<file path="config.mk">
export PLATFORM = sky130hd
export DESIGN_NAME = io_bus_target
export DESIGN_NICKNAME = d
export VERILOG_FILES = /design/src/rtl/io_bus_target_pkg.sv /design/src/rtl/io_bus_target_hdr_decode.sv /design/src/rtl/io_bus_target.sv
export SDC_FILE = /design/constraint.sdc
export NUM_CORES = 1
export LEC_CHECK = 0
export ABC_AREA = 1
export CAP_MARGIN = 20
export CORE_MARGIN = 1.5
export CORE_UTILIZATION = 50
export CTS_BUF_LIST = sky130_fd_sc_hd__clkbuf_8
export DETAILED_ROUTE_END_ITERATION = 10
export PLACE_DENSITY = 0.78
export REMOVE_ABC_BUFFERS = 1
export SYNTH_ARGS = -nofsm -noshare
export SYNTH_HDL_FRONTEND = slang
export SYNTH_SLANG_ARGS = --single-unit
</file>
<file path="constraint.sdc">
create_clock -name clk -period 7.59 [get_ports clk]
set_input_delay 1.518 -clock clk [delete_from_list [all_inputs] [get_ports clk]]
set_output_delay 1.518 -clock clk [all_outputs]
set_load 0.1 [all_outputs]
</file>
<file path="src/rtl/io_bus_target_pkg.sv">
// Shared definitions for the CPU byte-bus target and master.
package io_bus_target_pkg;

  // Header bit positions
  localparam int unsigned HDR_LS = 7;
  localparam int unsigned HDR_W  = 6;
  localparam int unsigned HDR_IL = 5;
  localparam int unsigned HDR_CS = 2;
  localparam int unsigned HDR_DS = 1;
  localparam int unsigned HDR_SS = 0;

  typedef enum logic [2:0] {
    ST_IDLE    = 3'd0,
    ST_SEG     = 3'd1,
    ST_AHI     = 3'd2,
    ST_ALO     = 3'd3,
    ST_RD_REQ  = 3'd4,
    ST_RD_WAIT = 3'd5,
    ST_WR_WAIT = 3'd6,
    ST_WR_REQ  = 3'd7
  } state_t;

endpackage

</file>
<file path="src/rtl/io_bus_target_hdr_decode.sv">
// Combinational header decode: direction, memory access count, bus data beats, segment select.
module io_bus_hdr_decode
  import io_bus_target_pkg::*;
#(
  parameter int unsigned IL_BYTES = 4
) (
  input  logic [7:0] hdr,
  output logic       is_write,
  output logic [7:0] len,
  output logic [7:0] beats,
  output logic [2:0] seg_sel
);

  localparam logic [7:0] IL_LEN = 8'(IL_BYTES);

  // Reserved header bits carry no meaning.
  logic unused_rsvd;
  assign unused_rsvd = ^hdr[4:3];

  assign seg_sel = {hdr[HDR_CS], hdr[HDR_DS], hdr[HDR_SS]};

  // Instruction load wins over store; otherwise byte vs word sets the access count.
  // Non-IL transfers always move two data beats on the bus so toggle counts stay even.
  always_comb begin
    is_write = 1'b0;
    len      = 8'd2;
    beats    = 8'd2;
    if (hdr[HDR_IL]) begin
      len   = IL_LEN;
      beats = IL_LEN;
    end else begin
      is_write = hdr[HDR_LS];
      len      = hdr[HDR_W] ? 8'd1 : 8'd2;
    end
  end

endmodule

</file>
<file path="src/rtl/io_bus_target.sv">
// Byte-bus target: decodes header/segment/address bytes and runs byte-wide memory accesses.
module io_bus_target
  import io_bus_target_pkg::*;
#(
  parameter int unsigned IL_BYTES = 4
) (
  input  logic        clk,
  input  logic        rst_n,
  input  logic        bus_sync_in,
  input  logic [7:0]  bus_data_in,
  output logic        bus_sync_out,
  output logic [7:0]  bus_data_out,
  output logic        mem_req,
  output logic        mem_we,
  output logic [2:0]  mem_seg_sel,
  output logic [23:0] mem_addr,
  output logic [7:0]  mem_wdata,
  input  logic [7:0]  mem_rdata,
  input  logic        mem_ack,
  output logic        busy
);

  state_t      state, state_nxt;
  logic [7:0]  hdr_q, seg_q, ahi_q, alo_q, idx_q;
  logic        first_q;
  logic        is_write;
  logic [7:0]  len, beats;
  logic [15:0] offset;
  logic        pend, more, rd_due_next, wr_due;
  logic        ack, ld_hdr, ld_seg, ld_ahi, ld_alo, ld_rdata, ld_wdata, idx_inc;
  logic        busy_set, busy_clr, first_set, first_clr;

  io_bus_hdr_decode #(.IL_BYTES(IL_BYTES)) u_hdr_decode (
    .hdr      (hdr_q),
    .is_write (is_write),
    .len      (len),
    .beats    (beats),
    .seg_sel  (mem_seg_sel)
  );

  assign pend        = bus_sync_in != bus_sync_out;
  assign more        = ({1'b0, idx_q} + 9'd1) < {1'b0, beats};
  assign rd_due_next = ({1'b0, idx_q} + 9'd1) < {1'b0, len};
  assign wr_due      = idx_q < len;
  assign offset      = {ahi_q, alo_q} + {8'h00, idx_q};
  assign mem_addr    = {seg_q, offset};

  // State register
  always_ff @(posedge clk or negedge rst_n) begin
    if (!rst_n) state <= ST_IDLE;
    else        state <= state_nxt;
  end

  // Next state, memory strobes and datapath controls.
  // Beats beyond the access count (byte accesses) are acked without touching memory.
  always_comb begin
    state_nxt = state;
    mem_req   = 1'b0;
    mem_we    = 1'b0;
    ack       = 1'b0;
    ld_hdr    = 1'b0;
    ld_seg    = 1'b0;
    ld_ahi    = 1'b0;
    ld_alo    = 1'b0;
    ld_rdata  = 1'b0;
    ld_wdata  = 1'b0;
    idx_inc   = 1'b0;
    busy_set  = 1'b0;
    busy_clr  = 1'b0;
    first_set = 1'b0;
    first_clr = 1'b0;
    case (state)
      ST_IDLE: if (pend) begin
        ld_hdr = 1'b1; ack = 1'b1; busy_set = 1'b1; state_nxt = ST_SEG;
      end
      ST_SEG: if (pend) begin
        ld_seg = 1'b1; ack = 1'b1; state_nxt = ST_AHI;
      end
      ST_AHI: if (pend) begin
        ld_ahi = 1'b1; ack = 1'b1; state_nxt = ST_ALO;
      end
      ST_ALO: if (pend) begin
        ld_alo = 1'b1;
        if (is_write) begin
          first_set = 1'b1; state_nxt = ST_WR_WAIT;
        end else begin
          state_nxt = ST_RD_REQ;
        end
      end
      ST_RD_REQ: begin
        mem_req = 1'b1;
        if (mem_ack) begin
          ld_rdata = 1'b1; ack = 1'b1; state_nxt = ST_RD_WAIT;
        end
      end
      ST_RD_WAIT: if (pend) begin
        if (more) begin
          idx_inc = 1'b1;
          if (rd_due_next) state_nxt = ST_RD_REQ;
          else             ack = 1'b1;
        end else begin
          ack = 1'b1; busy_clr = 1'b1; state_nxt = ST_IDLE;
        end
      end
      ST_WR_WAIT: begin
        if (first_q) begin
          ack = 1'b1; first_clr = 1'b1;
        end else if (pend) begin
          if (wr_due) begin
            ld_wdata = 1'b1; state_nxt = ST_WR_REQ;
          end else begin
            ack = 1'b1;
            if (more) idx_inc = 1'b1;
            else begin
              busy_clr = 1'b1; state_nxt = ST_IDLE;
            end
          end
        end
      end
      ST_WR_REQ: begin
        mem_req = 1'b1;
        mem_we  = 1'b1;
        if (mem_ack) begin
          ack = 1'b1;
          if (more) begin
            idx_inc = 1'b1; state_nxt = ST_WR_WAIT;
          end else begin
            busy_clr = 1'b1; state_nxt = ST_IDLE;
          end
        end
      end
      default: state_nxt = ST_IDLE;
    endcase
  end

  // Datapath registers: latched bus fields, beat index, ack strobe, busy
  always_ff @(posedge clk or negedge rst_n) begin
    if (!rst_n) begin
      hdr_q        <= '0;
      seg_q        <= '0;
      ahi_q        <= '0;
      alo_q        <= '0;
      idx_q        <= '0;
      first_q      <= 1'b0;
      bus_sync_out <= 1'b0;
      bus_data_out <= '0;
      mem_wdata    <= '0;
      busy         <= 1'b0;
    end else begin
      if (ack)      bus_sync_out <= bus_sync_in;
      if (ld_hdr) begin
        hdr_q <= bus_data_in;
        idx_q <= '0;
      end
      if (ld_seg)   seg_q <= bus_data_in;
      if (ld_ahi)   ahi_q <= bus_data_in;
      if (ld_alo) begin
        alo_q <= bus_data_in;
        idx_q <= '0;
      end
      if (idx_inc)  idx_q <= idx_q + 8'd1;
      if (ld_rdata) bus_data_out <= mem_rdata;
      if (ld_wdata) mem_wdata <= bus_data_in;
      if (busy_set)      busy <= 1'b1;
      else if (busy_clr) busy <= 1'b0;
      if (first_set)      first_q <= 1'b1;
      else if (first_clr) first_q <= 1'b0;
    end
  end

endmodule

</file>
==> metrics.log, run 1 <==
INFO  metric status = finished, violations left
INFO  metric violations = design-rule violations
INFO  metric worst_setup_path_end_kind = primary output
INFO  metric max_clock_freq = 190 MHz
INFO  metric synth.ff_latch_count = 60
INFO  metric gp_routability_congestion = 0.919
INFO  metric cts_tree = yes
INFO  metric dr.pass1.iters = 10
INFO  metric cts_root_buf = sky130_fd_sc_hd__clkbuf_8
INFO  metric dominantRegCellSynth = sky130_fd_sc_hd__dfrtp_1
INFO  metric chip_height = 85.4 µm
INFO  metric regToRegEndpoint = idx_q[1]$_DFFE_PN0P_
INFO  metric grt_max_degree = 61
INFO  metric grtUsageTotal = 23.4%
INFO  metric cts_resized = 0
INFO  metric drt-wirelength-per-cell = 13.8 µm
INFO  metric post-route-drc-count = 1
INFO  metric fin_worst_skew = 0.00814 ns
INFO  metric clock_sink_count = 60
INFO  metric cts_clk_pin_slew_worst_paths = 0.07 ns
INFO  metric post_synthesis_cell_area = 0.00340 mm²
INFO  metric ctsHoldBuffers = 0
INFO  metric final.period_utilization = 69.2%
INFO  metric fp.coreArea = 0.00646 mm²
INFO  metric detailed_place_hpwl = 6010 µm
INFO  metric routed_wirelength = 7890 µm
INFO  metric drv_cap = 0
INFO  metric seq_area_frac_synth = 44.2%
INFO  metric fin_worst_hold_slack = 0.490 ns
INFO  metric timing_worst_slew_pin_value = 1.01 ns
INFO  metric synth_cell_types = 35
INFO  metric yosys_warnings = 0
INFO  metric worstSetupStartpoint = idx_q[0]$_DFFE_PN0P_
INFO  metric rsz0062_at_grt = no
INFO  metric post_synth_main_area_contributors = sky130_fd_sc_hd__dfrtp_1 (44%), sky130_fd_sc_hd__nand2_1 (13%), sky130_fd_sc_hd__o21ai_0 (6.3%)
INFO  metric post_layout_nets = 523
INFO  metric worstPathArrival = 3.73 ns
INFO  metric ys_top_cells_by_count = sky130_fd_sc_hd__nand2_1 (120), sky130_fd_sc_hd__dfrtp_1 (60), sky130_fd_sc_hd__o21ai_0 (43), sky130_fd_sc_hd__inv_1 (39), sky130_fd_sc_hd__nand3_1 (35)
INFO  metric clk-insertion-delay-late = 0.33 ns
INFO  metric critical_path_required = 6.07 ns
INFO  metric placement.io_buffers = 66
INFO  metric crit-reg2reg-launch = idx_q[1]$_DFFE_PN0P_
INFO  metric cell_type_contributing_the_most_total_cell_area_after_synthesis = sky130_fd_sc_hd__dfrtp_1
INFO  metric worst-r2r-setup-slack = 5.26 ns
INFO  metric timing.reg2reg.worst_path_depth = 11
INFO  metric drt_iter0_drc = 209
INFO  metric grt_first_pass_wirelength = 13400 µm
INFO  metric vias_after_detailed_routing = 3041
INFO  metric antenna-diode-count = 0
INFO  metric synth_top_area_share = 44.2%
INFO  metric critical_path.endpoint = mem_addr[14]
INFO  metric slew_violations = 0
INFO  metric design.die.area = 0.00730 mm²
INFO  metric grt_pass1_vias = 2912
INFO  metric syn2layout_area_growth = 25.9%
INFO  metric chipWidth = 85.4 µm
INFO  metric route.detailed.vias_per_inst = 5.33
INFO  metric gr-total-overflow = 0
INFO  metric final_period_minus_worst_setup_slack = 5.25 ns
INFO  metric asyncSetResetFlopFracSynth = 100%
INFO  metric final_layout_size_suffix_gt1_share = 9.51%
INFO  metric cts_max_path_buffers = 2
INFO  metric post-cts-setup-buffer-count = 0
INFO  metric initial_antenna_violation_count = 0
INFO  metric cts-buffers-inserted = 9
INFO  metric synthMostInstantiatedCell = sky130_fd_sc_hd__nand2_1
INFO  metric timing.slew.headroom = 32.7%
INFO  metric startpoint_type = flop
INFO  metric start_util = 52.6%
INFO  metric avgSynthCellArea = 8.05 µm²
INFO  metric synth_enable_flop_cells = 0
INFO  metric critPathKind = flop to primary output
INFO  metric hold_viol_final = 0
INFO  metric cp_max_fo = 7
INFO  metric num_rows = 29
INFO  metric hp-class = flop to flop
INFO  metric setup_viol = 0
INFO  metric ioPinCount = 67
INFO  metric h-tree-depth = 3
INFO  metric netlist_instances = 422
INFO  metric postRouteAntennaNets = 0
INFO  metric finalSetupTns = 0 ns
critical path: stages, from the launching register on:
cell and delay (ns):
sky130_fd_sc_hd__dfrtp_1 0.48, sky130_fd_sc_hd__ha_1 0.22, sky130_fd_sc_hd__inv_1 0.05, sky130_fd_sc_hd__fa_1 0.40
sky130_fd_sc_hd__nor2_1 0.12, sky130_fd_sc_hd__a211oi_1 0.08, sky130_fd_sc_hd__o21ai_0 0.30, sky130_fd_sc_hd__nand2_1 0.12
sky130_fd_sc_hd__nor2_1 0.28, sky130_fd_sc_hd__nand3_1 0.13, sky130_fd_sc_hd__nand2_1 0.09, sky130_fd_sc_hd__clkdlybuf4s50_1 1.12
sequential cells by signal, summed over array words and instances (netlist names):
name,count
ahi_q,8
alo_q,8
bus_data_out,8
bus_sync_out,1
busy,1
first_q,1
hdr_q,6
idx_q,8
mem_wdata,8
seg_q,8
state,3
per-stage QoR:
stage	cell area, µm²	setup WS (ns)	std cells	utilization, %
detailed placement	4100	2.73	555	63.5
global route	4280	2.15	571	66.2
global placement	4100	2.86	555	63.5
floorplan	3340	2.85	411	-
CTS	4280	2.34	571	66.2
finish	4280	2.34	571	66.2
final cells by class:
| class | instances | area [µm²] |
|---|---|---|
| tap | 77 | 96.3 |
| fill | 586 | 2180 |
| timing repair buffer | 67 | 663 |
| clock inverter | 7 | 53.8 |
| clock buffer | 9 | 124 |
| multi-input combinational | 309 | 1680 |
| sequential | 60 | 1500 |
| inverter | 42 | 158 |
cell families after synthesis:
kind of cell	share of synthesized area, %
and+or+nand+nor	28.0
AOI/OAI and AO/OA	9.87
adders and majority gates	5.38
xor gates and xnor gates	3.57
muxes	2.65
DFF	44.2
buffers and inverters	6.33
cell usage in the layout (no fill, tap or decap):
cell                              netlist  layout
sky130_fd_sc_hd__nand2_1              120     120
sky130_fd_sc_hd__clkdlybuf4s50_1        0      65
sky130_fd_sc_hd__dfrtp_1               60      60
sky130_fd_sc_hd__o21ai_0               43      43
sky130_fd_sc_hd__inv_1                 39      40
sky130_fd_sc_hd__nand3_1               35      35
sky130_fd_sc_hd__nor2_1                22      22
sky130_fd_sc_hd__ha_1                  13      13
sky130_fd_sc_hd__nand4_1               12      12
sky130_fd_sc_hd__clkbuf_8               0       9
sky130_fd_sc_hd__xor2_1                 8       8
sky130_fd_sc_hd__mux2_2                 8       8
sky130_fd_sc_hd__nand2_2                6       6
sky130_fd_sc_hd__nor3_1                 5       5
sky130_fd_sc_hd__nor2_2                 5       5
sky130_fd_sc_hd__a21oi_1                4       4
sky130_fd_sc_hd__xnor2_1                4       4
sky130_fd_sc_hd__nor2_4                 4       4
sky130_fd_sc_hd__clkinv_4               0       3
sky130_fd_sc_hd__or2_2                  2       2
sky130_fd_sc_hd__a211oi_1               2       2
sky130_fd_sc_hd__a21o_1                 2       2
sky130_fd_sc_hd__a21boi_0               2       2
sky130_fd_sc_hd__a31oi_1                2       2
sky130_fd_sc_hd__inv_2                  2       2
sky130_fd_sc_hd__o21ai_1                2       2
sky130_fd_sc_hd__clkinvlp_4             0       2
sky130_fd_sc_hd__o21ai_2                1       1
sky130_fd_sc_hd__xnor2_2                1       1
sky130_fd_sc_hd__clkinv_1               1       1
sky130_fd_sc_hd__nand3_2                1       1
sky130_fd_sc_hd__o21bai_1               1       1
sky130_fd_sc_hd__a22oi_1                1       1
sky130_fd_sc_hd__or2_1                  1       1
sky130_fd_sc_hd__o2bb2ai_1              1       1
sky130_fd_sc_hd__fa_1                   1       1
sky130_fd_sc_hd__inv_6                  0       1
sky130_fd_sc_hd__buf_2                  1       1
sky130_fd_sc_hd__buf_4                  4       1
how the worst min path moves through the flow:
stage / startpoint / endpoint / depth (start not counted)
global route: bus_data_out[0]$_DFFE_PN0P_ / bus_data_out[0]$_DFFE_PN0P_ / 1
finish: seg_q[7]$_DFFE_PN0P_ / seg_q[7]$_DFFE_PN0P_ / 2
global placement: seg_q[7]$_DFFE_PN0P_ / seg_q[7]$_DFFE_PN0P_ / 2
floorplan: hdr_q[7]$_DFFE_PN0P_ / hdr_q[7]$_DFFE_PN0P_ / 2
CTS: seg_q[7]$_DFFE_PN0P_ / seg_q[7]$_DFFE_PN0P_ / 2
detailed placement: seg_q[7]$_DFFE_PN0P_ / seg_q[7]$_DFFE_PN0P_ / 2
routing by layer:
metal / vias up / routed length [µm] / GRT usage, %
met1: 1409 / 3590 / 31.5
met4: 0 / 125 / 10.6
met5: - / 0 / 0
met3: 12 / 482 / 4.86
met2: 98 / 3700 / 36.5
li1: 1522 / - / -
Power of run 1 is left out: the tool's default activity adds up to more than one toggle a clock period on the data nets, which glitch-free logic cannot reach.
==> run 2: changes to the inputs <==
--- a/config.mk
+++ b/config.mk
@@ -8,7 +8,7 @@
 export ABC_AREA = 1
 export CAP_MARGIN = 20
 export CORE_MARGIN = 1.5
-export CORE_UTILIZATION = 50
+export CORE_UTILIZATION = 48
 export CTS_BUF_LIST = sky130_fd_sc_hd__clkbuf_8
 export DETAILED_ROUTE_END_ITERATION = 10
 export PLACE_DENSITY = 0.78
==> constraint.sdc (replaced) <==
create_clock -name clk -period 4.2 [get_ports clk]
set_input_delay 0.84 -clock clk [delete_from_list [all_inputs] [get_ports clk]]
set_output_delay 0.84 -clock clk [all_outputs]
set_load 0.1 [all_outputs]
==> run 2 against run 1 <==
Net effect: the flow now finishes without violations; critical path depth is the same; worst hold slack improved by 0.00096 ns; die area rose by 4.0%; global-route usage shrank 1.0 points; non-clock buffer count is the same; utilization shrank 3.7 points; cell count rose by 3.3%; highest routed layer unchanged.
==> metrics.log, run 2 (synthesis results as in run 1) <==
INFO  metric status = finished clean
INFO  metric cts-buffers-inserted = 9 (unchanged)
INFO  metric final_period_minus_worst_setup_slack = 3.64 ns
INFO  metric gr-total-overflow = 0 (unchanged)
INFO  metric drv_cap = 0 (unchanged)
INFO  metric max_clock_freq = 275 MHz
INFO  metric cts_clk_pin_slew_worst_paths = 0.07 ns (about the same)
INFO  metric critPathKind = flop to primary output
INFO  metric hold_viol_final = 0 (unchanged)
INFO  metric worst_setup_path_end_kind = primary output
INFO  metric fp.coreArea = 0.00683 mm² (+5.8%)
INFO  metric cts_root_buf = sky130_fd_sc_hd__clkbuf_8
INFO  metric setup_viol = 0 (unchanged)
INFO  metric timing_worst_slew_pin_value = 0.995 ns (-0.0118 ns)
INFO  metric cts_max_path_buffers = 2 (unchanged)
INFO  metric start_util = 49.7% (-2.9 points)
INFO  metric route.detailed.vias_per_inst = 5.26 (-1.2%)
INFO  metric grt_first_pass_wirelength = 13200 µm (-1.5%)
INFO  metric cts_resized = 0 (unchanged)
INFO  metric ioPinCount = 67 (unchanged)
INFO  metric multiInputGateArea = 0.00168 mm² (unchanged)
INFO  metric clk-insertion-delay-late = 0.33 ns (about the same)
INFO  metric finish.utilization = 62.5% (-3.7 points)
INFO  metric met1Wirelength = 3650 µm (+1.9%)
INFO  metric vias_after_detailed_routing = 3105 (+2.1%)
INFO  metric cp_max_fo = 7 (unchanged)
INFO  metric routed-wl-met2 = 3790 µm (+2.4%)
INFO  metric grt_pass1_vias = 2840 (-2.5%)
INFO  metric cts_tree = yes
INFO  metric final.period_utilization = 86.7%
INFO  metric chip_height = 87.1 µm (+2.0%)
INFO  metric num_rows = 30 (+3.4%)
INFO  metric finalNonFillerCells = 590 (+3.3%)
INFO  metric ctsHoldBuffers = 0 (unchanged)
INFO  metric drt-wirelength-per-cell = 13.4 µm (-2.8%)
INFO  metric hp-class = flop to flop
INFO  metric dp.cells = 574 (+3.4%)
INFO  metric postRouteAntennaNets = 0 (unchanged)
INFO  metric post-cts-setup-buffer-count = 0 (unchanged)
INFO  metric seqCellArea = 0.00150 mm² (unchanged)
INFO  metric final.fill_count = 594 (+1.4%)
INFO  metric chipWidth = 87.1 µm (+2.0%)
INFO  metric layout_commonest_cell = sky130_fd_sc_hd__nand2_1
INFO  metric worstPathArrival = 2.80 ns (-0.93 ns)
INFO  metric clock_sink_count = 60 (unchanged)
INFO  metric design.die.area = 0.00759 mm² (+4.0%)
INFO  metric syn2layout_area_growth = 25.7%
INFO  metric grtUsageTotal = 22.4% (-1.0 points)
INFO  metric critical_path_required = 3.36 ns (-2.71 ns)
INFO  metric rsz0062_at_grt = no
INFO  metric dr_wl_met3 = 389 µm (-19%)
INFO  metric drt_iter0_drc = 150 (-28%)
INFO  metric slew_violations = 0 (unchanged)
INFO  metric routed_wirelength = 7930 µm (+0.46%)
INFO  metric h-tree-depth = 3 (unchanged)
INFO  metric fin_worst_skew = 0.0105 ns (+0.00235 ns)
INFO  metric final_layout_size_suffix_gt1_share = 13.0% (+3.4 points)
INFO  metric grt_max_degree = 34 (-44%)
INFO  metric post_layout_nets = 523 (unchanged)
INFO  metric detailed_place_hpwl = 6150 µm (+2.2%)
INFO  metric antenna-diode-count = 0 (unchanged)
INFO  metric placement.io_buffers = 66 (unchanged)
INFO  metric most-common-layout-cells = sky130_fd_sc_hd__nand2_1 (120), sky130_fd_sc_hd__dfrtp_1 (60), sky130_fd_sc_hd__clkdlybuf4s50_1 (48)
INFO  metric startpoint_type = flop
INFO  metric finalSetupTns = 0 ns (unchanged)
INFO  metric timing.slew.headroom = 33.5% (+0.79 points)
INFO  metric highest_layer = met4
INFO  metric post-route-drc-count = 0 (-1)
INFO  metric dr.pass1.iters = 5 (-5)
INFO  metric gp_routability_congestion = 0.959 (+4.3%)
INFO  metric initial_antenna_violation_count = 0 (unchanged)
## run 2: worst max-delay path, cell delays in order, from the launching register on
cell	delay, ns
sky130_fd_sc_hd__dfrtp_1	0.46
sky130_fd_sc_hd__ha_1	0.20
sky130_fd_sc_hd__inv_1	0.05
sky130_fd_sc_hd__fa_1	0.41
sky130_fd_sc_hd__nor2_1	0.12
sky130_fd_sc_hd__a211oi_1	0.08
sky130_fd_sc_hd__o21ai_0	0.30
sky130_fd_sc_hd__nand2_1	0.08
sky130_fd_sc_hd__nor2_1	0.26
sky130_fd_sc_hd__nand3_1	0.12
sky130_fd_sc_hd__nand2_1	0.09
sky130_fd_sc_hd__buf_4	0.28
## run 2: stage by stage
stage               hold WS, ns  setup slack (ns)  instance area, µm²
detailed placement        0.475             0.893                4080
global route              0.509             0.376                4270
CTS                       0.493             0.532                4270
global placement          0.466             0.993                4080
floorplan                 0.453             0.141                3340
finish                    0.491             0.560                4270
## run 2: final cells by class
| type | count | area share [%] |
|---|---|---|
| multi-input cells | 309 | 39.3 |
| flip-flops and latches | 60 | 35.1 |
| repair buffers | 67 | 14.5 |
| inverters | 42 | 3.69 |
| clock buffers | 9 | 2.90 |
| well taps | 96 | 2.81 |
| clock inverters | 7 | 1.58 |
## run 2: layer usage
layer  track usage, %  up-vias
met1             30.5     1479
met5                0        -
met2             36.6       91
li1                 -     1522
met3             3.89       13
met4             6.78        0
## run 2: path summary, 6_finish.rpt
path / endpoint / slack (ns) / startpoint / cells past startpoint
max in group asynchronous: idx_q[7]$_DFFE_PN0P_ / 2.84 / rst_n / 2
min: busy$_DFFE_PN0P_ / 0.49 / busy$_DFFE_PN0P_ / 2
max: mem_addr[14] / 0.56 / idx_q[0]$_DFFE_PN0P_ / 11
min in group asynchronous: seg_q[0]$_DFFE_PN0P_ / 0.51 / rst_n / 1
max reg2reg: mem_wdata[6]$_DFFE_PN0P_ / 1.91 / hdr_q[5]$_DFFE_PN0P_ / 7
min reg2reg: busy$_DFFE_PN0P_ / 0.49 / busy$_DFFE_PN0P_ / 2
Power of run 2 is left out for the same reason.
